<file path="config.mk">
export PLATFORM = sky130hd
export DESIGN_NAME = exp_selftest_driver
export DESIGN_NICKNAME = d
export VERILOG_FILES = /design/src/rtl/exp_test_pkg.sv /design/src/rtl/f32_ulp_compare.sv /design/src/rtl/exp_selftest_driver.sv
export SDC_FILE = /design/constraint.sdc
export NUM_CORES = 1
export LEC_CHECK = 0
export ABC_AREA = 0
export CAP_MARGIN = 30
export CORE_ASPECT_RATIO = 1.75
export CORE_MARGIN = 5
export CORE_UTILIZATION = 35
export CTS_CLUSTER_SIZE = 28
export DETAILED_ROUTE_END_ITERATION = 16
export PLACE_DENSITY = 0.61
export SLEW_MARGIN = 20
export SYNTH_ARGS = -nofsm -noshare
export SYNTH_HDL_FRONTEND = slang
export SYNTH_SLANG_ARGS = --single-unit
</file>
<file path="constraint.sdc">
create_clock -name CLK -period 5.59 [get_ports CLK]
set_input_delay 0.559 -clock CLK [delete_from_list [all_inputs] [get_ports CLK]]
set_output_delay 0.559 -clock CLK [all_outputs]
set_load 0.005 [all_outputs]
</file>
<file path="src/rtl/exp_test_pkg.sv">
// Shared types and float32 helpers for the e^x core self-test driver.
package exp_test_pkg;

  typedef enum logic [2:0] {
    IDLE,
    FETCH,
    LATCH,
    WAIT_RDY,
    LOAD,
    WAIT_RES,
    CHECK,
    DONE
  } state_t;

  localparam logic [7:0]  EXP_MAX  = 8'hFF;
  localparam int unsigned SIGN_BIT = 31;
  localparam int unsigned EXP_MSB  = 30;
  localparam int unsigned EXP_LSB  = 23;
  localparam int unsigned MANT_MSB = 22;

  function automatic logic is_nan(input logic [31:0] f);
    return (f[EXP_MSB:EXP_LSB] == EXP_MAX) && (f[MANT_MSB:0] != '0);
  endfunction

endpackage

</file>
<file path="src/rtl/f32_ulp_compare.sv">
// Combinational float32 result check: NaN/zero/sign rules, then magnitude
// distance in ULPs against a fixed tolerance.
module f32_ulp_compare
  import exp_test_pkg::*;
#(
  parameter int unsigned ULP_TOL = 2
) (
  input  logic [31:0] ref_f,
  input  logic [31:0] out_f,
  output logic        pass
);

  logic [30:0] ref_mag;
  logic [30:0] out_mag;
  logic [30:0] diff;

  always_comb begin
    ref_mag = ref_f[EXP_MSB:0];
    out_mag = out_f[EXP_MSB:0];
    diff    = (out_mag >= ref_mag) ? (out_mag - ref_mag) : (ref_mag - out_mag);
    if (is_nan(ref_f))
      pass = is_nan(out_f);
    else if ((ref_mag == '0) && (out_mag == '0))
      pass = 1'b1;
    else if (ref_f[SIGN_BIT] != out_f[SIGN_BIT])
      pass = 1'b0;
    else
      pass = (diff <= 31'(ULP_TOL));
  end

endmodule

</file>
<file path="src/rtl/exp_selftest_driver.sv">
// Self-test initiator: streams ROM vectors into the e^x core, checks each
// result within ULP_TOL and accumulates pass/fail statistics.
module exp_selftest_driver
  import exp_test_pkg::*;
#(
  parameter int unsigned NUM_VEC = 100,
  parameter int unsigned ADDR_W  = 7,
  parameter int unsigned ULP_TOL = 2,
  parameter int unsigned TIMEOUT = 1024
) (
  input  logic              CLK,
  input  logic              rst,
  input  logic              start,
  output logic [ADDR_W-1:0] vec_addr,
  input  logic [63:0]       vec_data,
  output logic              load,
  output logic [31:0]       FLOAT32_IN,
  input  logic              input_ready,
  input  logic              output_ready,
  input  logic [31:0]       FLOAT32_OUT,
  output logic              busy,
  output logic              done,
  output logic              timeout_err,
  output logic [ADDR_W:0]   pass_count,
  output logic [ADDR_W:0]   fail_count,
  output logic [ADDR_W-1:0] first_fail
);

  localparam int unsigned TW = $clog2(TIMEOUT) + 1;
  localparam logic [TW-1:0]     TLIM     = TW'(TIMEOUT - 1);
  localparam logic [ADDR_W-1:0] LAST_IDX = ADDR_W'(NUM_VEC - 1);

  state_t            state;
  logic [ADDR_W-1:0] idx;
  logic [31:0]       ref_r;
  logic [31:0]       res_r;
  logic [TW-1:0]     tcnt;
  logic              waiting;
  logic              advance;
  logic              vec_pass;

  f32_ulp_compare #(.ULP_TOL(ULP_TOL)) u_cmp (
    .ref_f (ref_r),
    .out_f (res_r),
    .pass  (vec_pass)
  );

  always_comb begin
    waiting = (state == WAIT_RDY) || (state == LOAD) || (state == WAIT_RES);
    advance = ((state == WAIT_RDY) &&  input_ready) ||
              ((state == LOAD)     && !input_ready) ||
              ((state == WAIT_RES) &&  output_ready);
  end

  always_ff @(posedge CLK) begin
    if (rst) begin
      state       <= IDLE;
      idx         <= '0;
      ref_r       <= '0;
      res_r       <= '0;
      tcnt        <= '0;
      vec_addr    <= '0;
      load        <= 1'b0;
      FLOAT32_IN  <= '0;
      busy        <= 1'b0;
      done        <= 1'b0;
      timeout_err <= 1'b0;
      pass_count  <= '0;
      fail_count  <= '0;
      first_fail  <= '0;
    end else if (waiting && !advance && (tcnt == TLIM)) begin
      // Abort keeps the counters as they stand.
      state       <= DONE;
      tcnt        <= '0;
      load        <= 1'b0;
      busy        <= 1'b0;
      done        <= 1'b1;
      timeout_err <= 1'b1;
    end else begin
      tcnt <= (waiting && !advance) ? tcnt + 1'b1 : '0;
      case (state)
        IDLE, DONE: begin
          if (start) begin
            state       <= FETCH;
            idx         <= '0;
            vec_addr    <= '0;
            busy        <= 1'b1;
            done        <= 1'b0;
            timeout_err <= 1'b0;
            pass_count  <= '0;
            fail_count  <= '0;
            first_fail  <= '0;
          end
        end
        FETCH: state <= LATCH;
        LATCH: begin
          FLOAT32_IN <= vec_data[63:32];
          ref_r      <= vec_data[31:0];
          state      <= WAIT_RDY;
        end
        WAIT_RDY: begin
          if (input_ready) begin
            load  <= 1'b1;
            state <= LOAD;
          end
        end
        LOAD: begin
          if (!input_ready) begin
            load  <= 1'b0;
            state <= WAIT_RES;
          end
        end
        WAIT_RES: begin
          if (output_ready) begin
            res_r <= FLOAT32_OUT;
            state <= CHECK;
          end
        end
        CHECK: begin
          if (vec_pass) begin
            pass_count <= pass_count + 1'b1;
          end else begin
            fail_count <= fail_count + 1'b1;
            if (fail_count == '0)
              first_fail <= idx;
          end
          if (idx == LAST_IDX) begin
            state <= DONE;
            busy  <= 1'b0;
            done  <= 1'b1;
          end else begin
            idx      <= idx + 1'b1;
            vec_addr <= idx + 1'b1;
            state    <= FETCH;
          end
        end
        default: state <= IDLE;
      endcase
    end
  end

endmodule

</file>
==> impl_metrics.json <==
{
  "run_status": "finished clean",
  "start_kind": "flip-flop",
  "drt_wl_total_um": 32540,
  "grt_use_met2_pct": 40.30,
  "p_seq_share_pct": 28.7,
  "crit_start": "res_r[0]",
  "cts_buffers": 17,
  "rows": 79,
  "dp.cells": 1703,
  "yosys_warnings": 0,
  "intPower_uw": 2405,
  "post_cts.repair.setup_buffers": 0,
  "grt_pass1_wl_um": 50950,
  "met1_usage_pct": 21.95,
  "synth_fp_nets": 1437,
  "drt_iter0_drc": 553,
  "clockPowerShare_pct": 29.6,
  "grt_max_degree": 60,
  "synth.area.top_cells": "dfxtp_1, nand2_1, a21oi_1",
  "dr.pass1.iters": 5,
  "syn_inst": 1268,
  "p_per_area_nw_per_um2": 327.8,
  "r2r_slack_ns": 0.35,
  "ff2ff_path_depth": 17,
  "finalSetupViolCount": 0,
  "synth_cell_type_count": 71,
  "portBuffers": 166,
  "syn-cell-area_um2": 9331,
  "critical_path_peak_fanout": 9,
  "root_buffer": "clkbuf_16",
  "crit_required_ns": 5.94,
  "cts_tree": "yes",
  "ys_top_cells_by_count": "nand2_1, a21oi_1, dfxtp_1",
  "hold_buffers": 0,
  "ys_async_sr_fraction_pct": 0,
  "clockBufferDepth": 2,
  "initial_core_util_pct": 35.23,
  "grt_pass1_vias": 9648,
  "finalPower_uw": 3869,
  "ir_worst_vdd_mv": 0.2543,
  "arrival_ns": 5.59,
  "slew_headroom_pct": 50.83,
  "fin_tns_setup_ns": 0,
  "period_minus_slack_ns": 5.241,
  "yosysMostFrequentCell": "nand2_1",
  "worstMarginPinSlew_ns": 0.7361,
  "hold_class": "reg2reg",
  "p_leak_uw": 0.004458,
  "crit_end": "pass_count[7]",
  "post_cts_resized": 0,
  "antenna_found_initial": 0,
  "combPwrFrac_pct": 41.7,
  "route.detailed.drc": 0,
  "wire_per_inst_um": 18.76,
  "area_growth_pct": 26.48,
  "n_antenna_cell": 0,
  "gp_congestion": 0.9304,
  "nNetsFinal": 1567,
  "slew_viol_final": 0,
  "ios": 167,
  "ys_seq_area_share_pct": 30.89,
  "cts_sinks": 144,
  "switching_share_pct": 37.84,
  "core_area_um2": 26490,
  "end_kind": "flip-flop",
  "worstSetupPathType": "reg2reg",
  "reg2reg_to": "pass_count[7]",
  "synth_ff_type": "dfxtp_1",
  "rsz0062_at_grt": "no",
  "layout-drive-gt1-share_pct": 5.174,
  "synth.top_cell.area_share_pct": 30.89,
  "fin_skew_ns": 0.007037,
  "synth_top_area_cell": "dfxtp_1",
  "top_usage_layer": "met2",
  "switching_power_uw": 1464,
  "yosys_register_bits": 144,
  "period_share_pct": 93.75,
  "clock_latency_ns": 0.42,
  "die_w_um": 133.4,
  "syn_area_per_cell_um2": 7.359,
  "met3_usage_pct": 3.790,
  "ant_nets": 0,
  "dieArea_um2": 30160,
  "viasPerCell": 5.484,
  "r2r_start": "res_r[0]",
  "track_usage_pct": 21.16,
  "overflow": 0,
  "cap_violations": 0,
  "hold_viol": 0,
  "dp_hpwl_um": 25970,
  "fin_cells": 1735,
  "max_freq_mhz": 190.8,
  "via_count": 9515,
  "cts.htree.levels": 4,
  "fp.dieH_um": 226.0,
  "clk_pin_slew_ns": 0.06,
  "synth_edf_count": 0
}
-- layer usage --
layer	wire length [µm]	vias to the layer above
li1	-	4679
met1	12200	4465
met3	1408	85
met2	17450	286
met4	1483	0
met5	0	-
-- through the flow --
step	util [%]	worst slack [ns]	hold slack [ns]	area (µm²)
final	44.55	0.3493	0.4528	11800
after global routing	44.55	0.1525	0.4693	11800
after CTS	44.55	0.4330	0.4549	11800
after detailed placement	42.33	0.4672	0.4463	11210
after global placement	42.33	0.5533	0.4409	11210
after floorplan	-	1.410	0.4297	9331
-- power by group through the flow --
stage                     clock (µW)  combinational [µW]  sequential [µW]
after global placement             0                1610             1130
after detailed placement           0                1580             1130
after global routing            1210                1740             1120
final                           1150                1610             1110
after CTS                       1180                1590             1110
after floorplan                    0                1080             1120
-- how the worst min path moves through the flow --
stage                         startpoint  slack (ns)        endpoint  cells past startpoint
after global routing      FLOAT32_IN[19]        0.47  FLOAT32_IN[19]                      2
after floorplan                  tcnt[0]        0.43         tcnt[0]                      1
after global placement     FLOAT32_IN[2]        0.44   FLOAT32_IN[2]                      2
after detailed placement  FLOAT32_IN[27]        0.45  FLOAT32_IN[27]                      2
final                      FLOAT32_IN[7]        0.45   FLOAT32_IN[7]                      2
after CTS                 FLOAT32_IN[27]        0.45  FLOAT32_IN[27]                      2
-- registers in the layout (all words and copies together), names as in the netlist --
name and count:
busy 1, done 1, pass_count 8, load 1
tcnt 11, fail_count 8, res_r 32, ref_r 32
first_fail 7, timeout_err 1, state 3, idx 7
FLOAT32_IN 32
-- kinds of logic (layout without fill, tap and decap cells) --
logic type,count (synthesis),in the layout,share of synthesized area [%]
AOI/OAI and AO/OA,369,369,24.07
adders and majority gates,68,68,9.279
buffers and inverters,153,296,6.758
DFF,144,144,30.89
xor gates and xnor gates,45,45,4.224
and+or+nand+nor,474,474,23.14
muxes,15,15,1.636
-- layout make-up --
cell class | instances | area, µm²
fillers | 2737 | 14690
multi-input cells | 971 | 5831
flip-flops and latches | 144 | 2883
repair buffers | 184 | 1794
clock buffers | 20 | 456.7
well taps | 324 | 405.4
inverters | 80 | 300.3
clock inverters | 12 | 132.6
-- worst max-delay path, stage by stage, from the launching register on --
cell and delay, ns:
dfxtp_1 0.40, ha_1 0.23, inv_1 0.07, fa_1 0.46
a21o_1 0.21, a221oi_1 0.57, o21bai_1 0.25, xor2_1 0.20
a2111oi_0 0.61, o2111ai_1 0.22, mux2i_1 0.26, o2111ai_1 0.16
nor4_1 0.38, buf_4 0.22, and3_1 0.21, nor2_2 0.10
or4b_1 0.47, a21oi_1 0.15
-- layout by cell type, fill, tap and decap left out, drive strengths merged, types with 4 or more instances in the layout --
cell type | synthesis | final
a21o | 20 | 20
a22o | 7 | 7
a31oi | 8 | 8
or4 | 4 | 4
a22oi | 5 | 5
o21ai | 55 | 55
o21bai | 14 | 14
nor4 | 22 | 22
nor2 | 61 | 61
or3 | 8 | 8
ha | 66 | 66
xnor2 | 23 | 23
a21oi | 187 | 187
nand4 | 33 | 33
nand2b | 11 | 11
a211oi | 9 | 9
xor2 | 22 | 22
mux2i | 13 | 13
nand3 | 25 | 25
buf | 31 | 19
or2 | 9 | 9
nor3 | 16 | 16
clkbuf | 42 | 20
o21a | 12 | 12
clkinv | 0 | 5
and3 | 12 | 12
dfxtp | 144 | 144
and2 | 5 | 5
nor2b | 5 | 5
clkdlybuf4s50 | 0 | 165
inv | 80 | 82
nand2 | 255 | 255
o211ai | 10 | 10
o2111ai | 4 | 4
a221oi | 4 | 4
No activity file was read; power rests on OpenSTA's default activity.
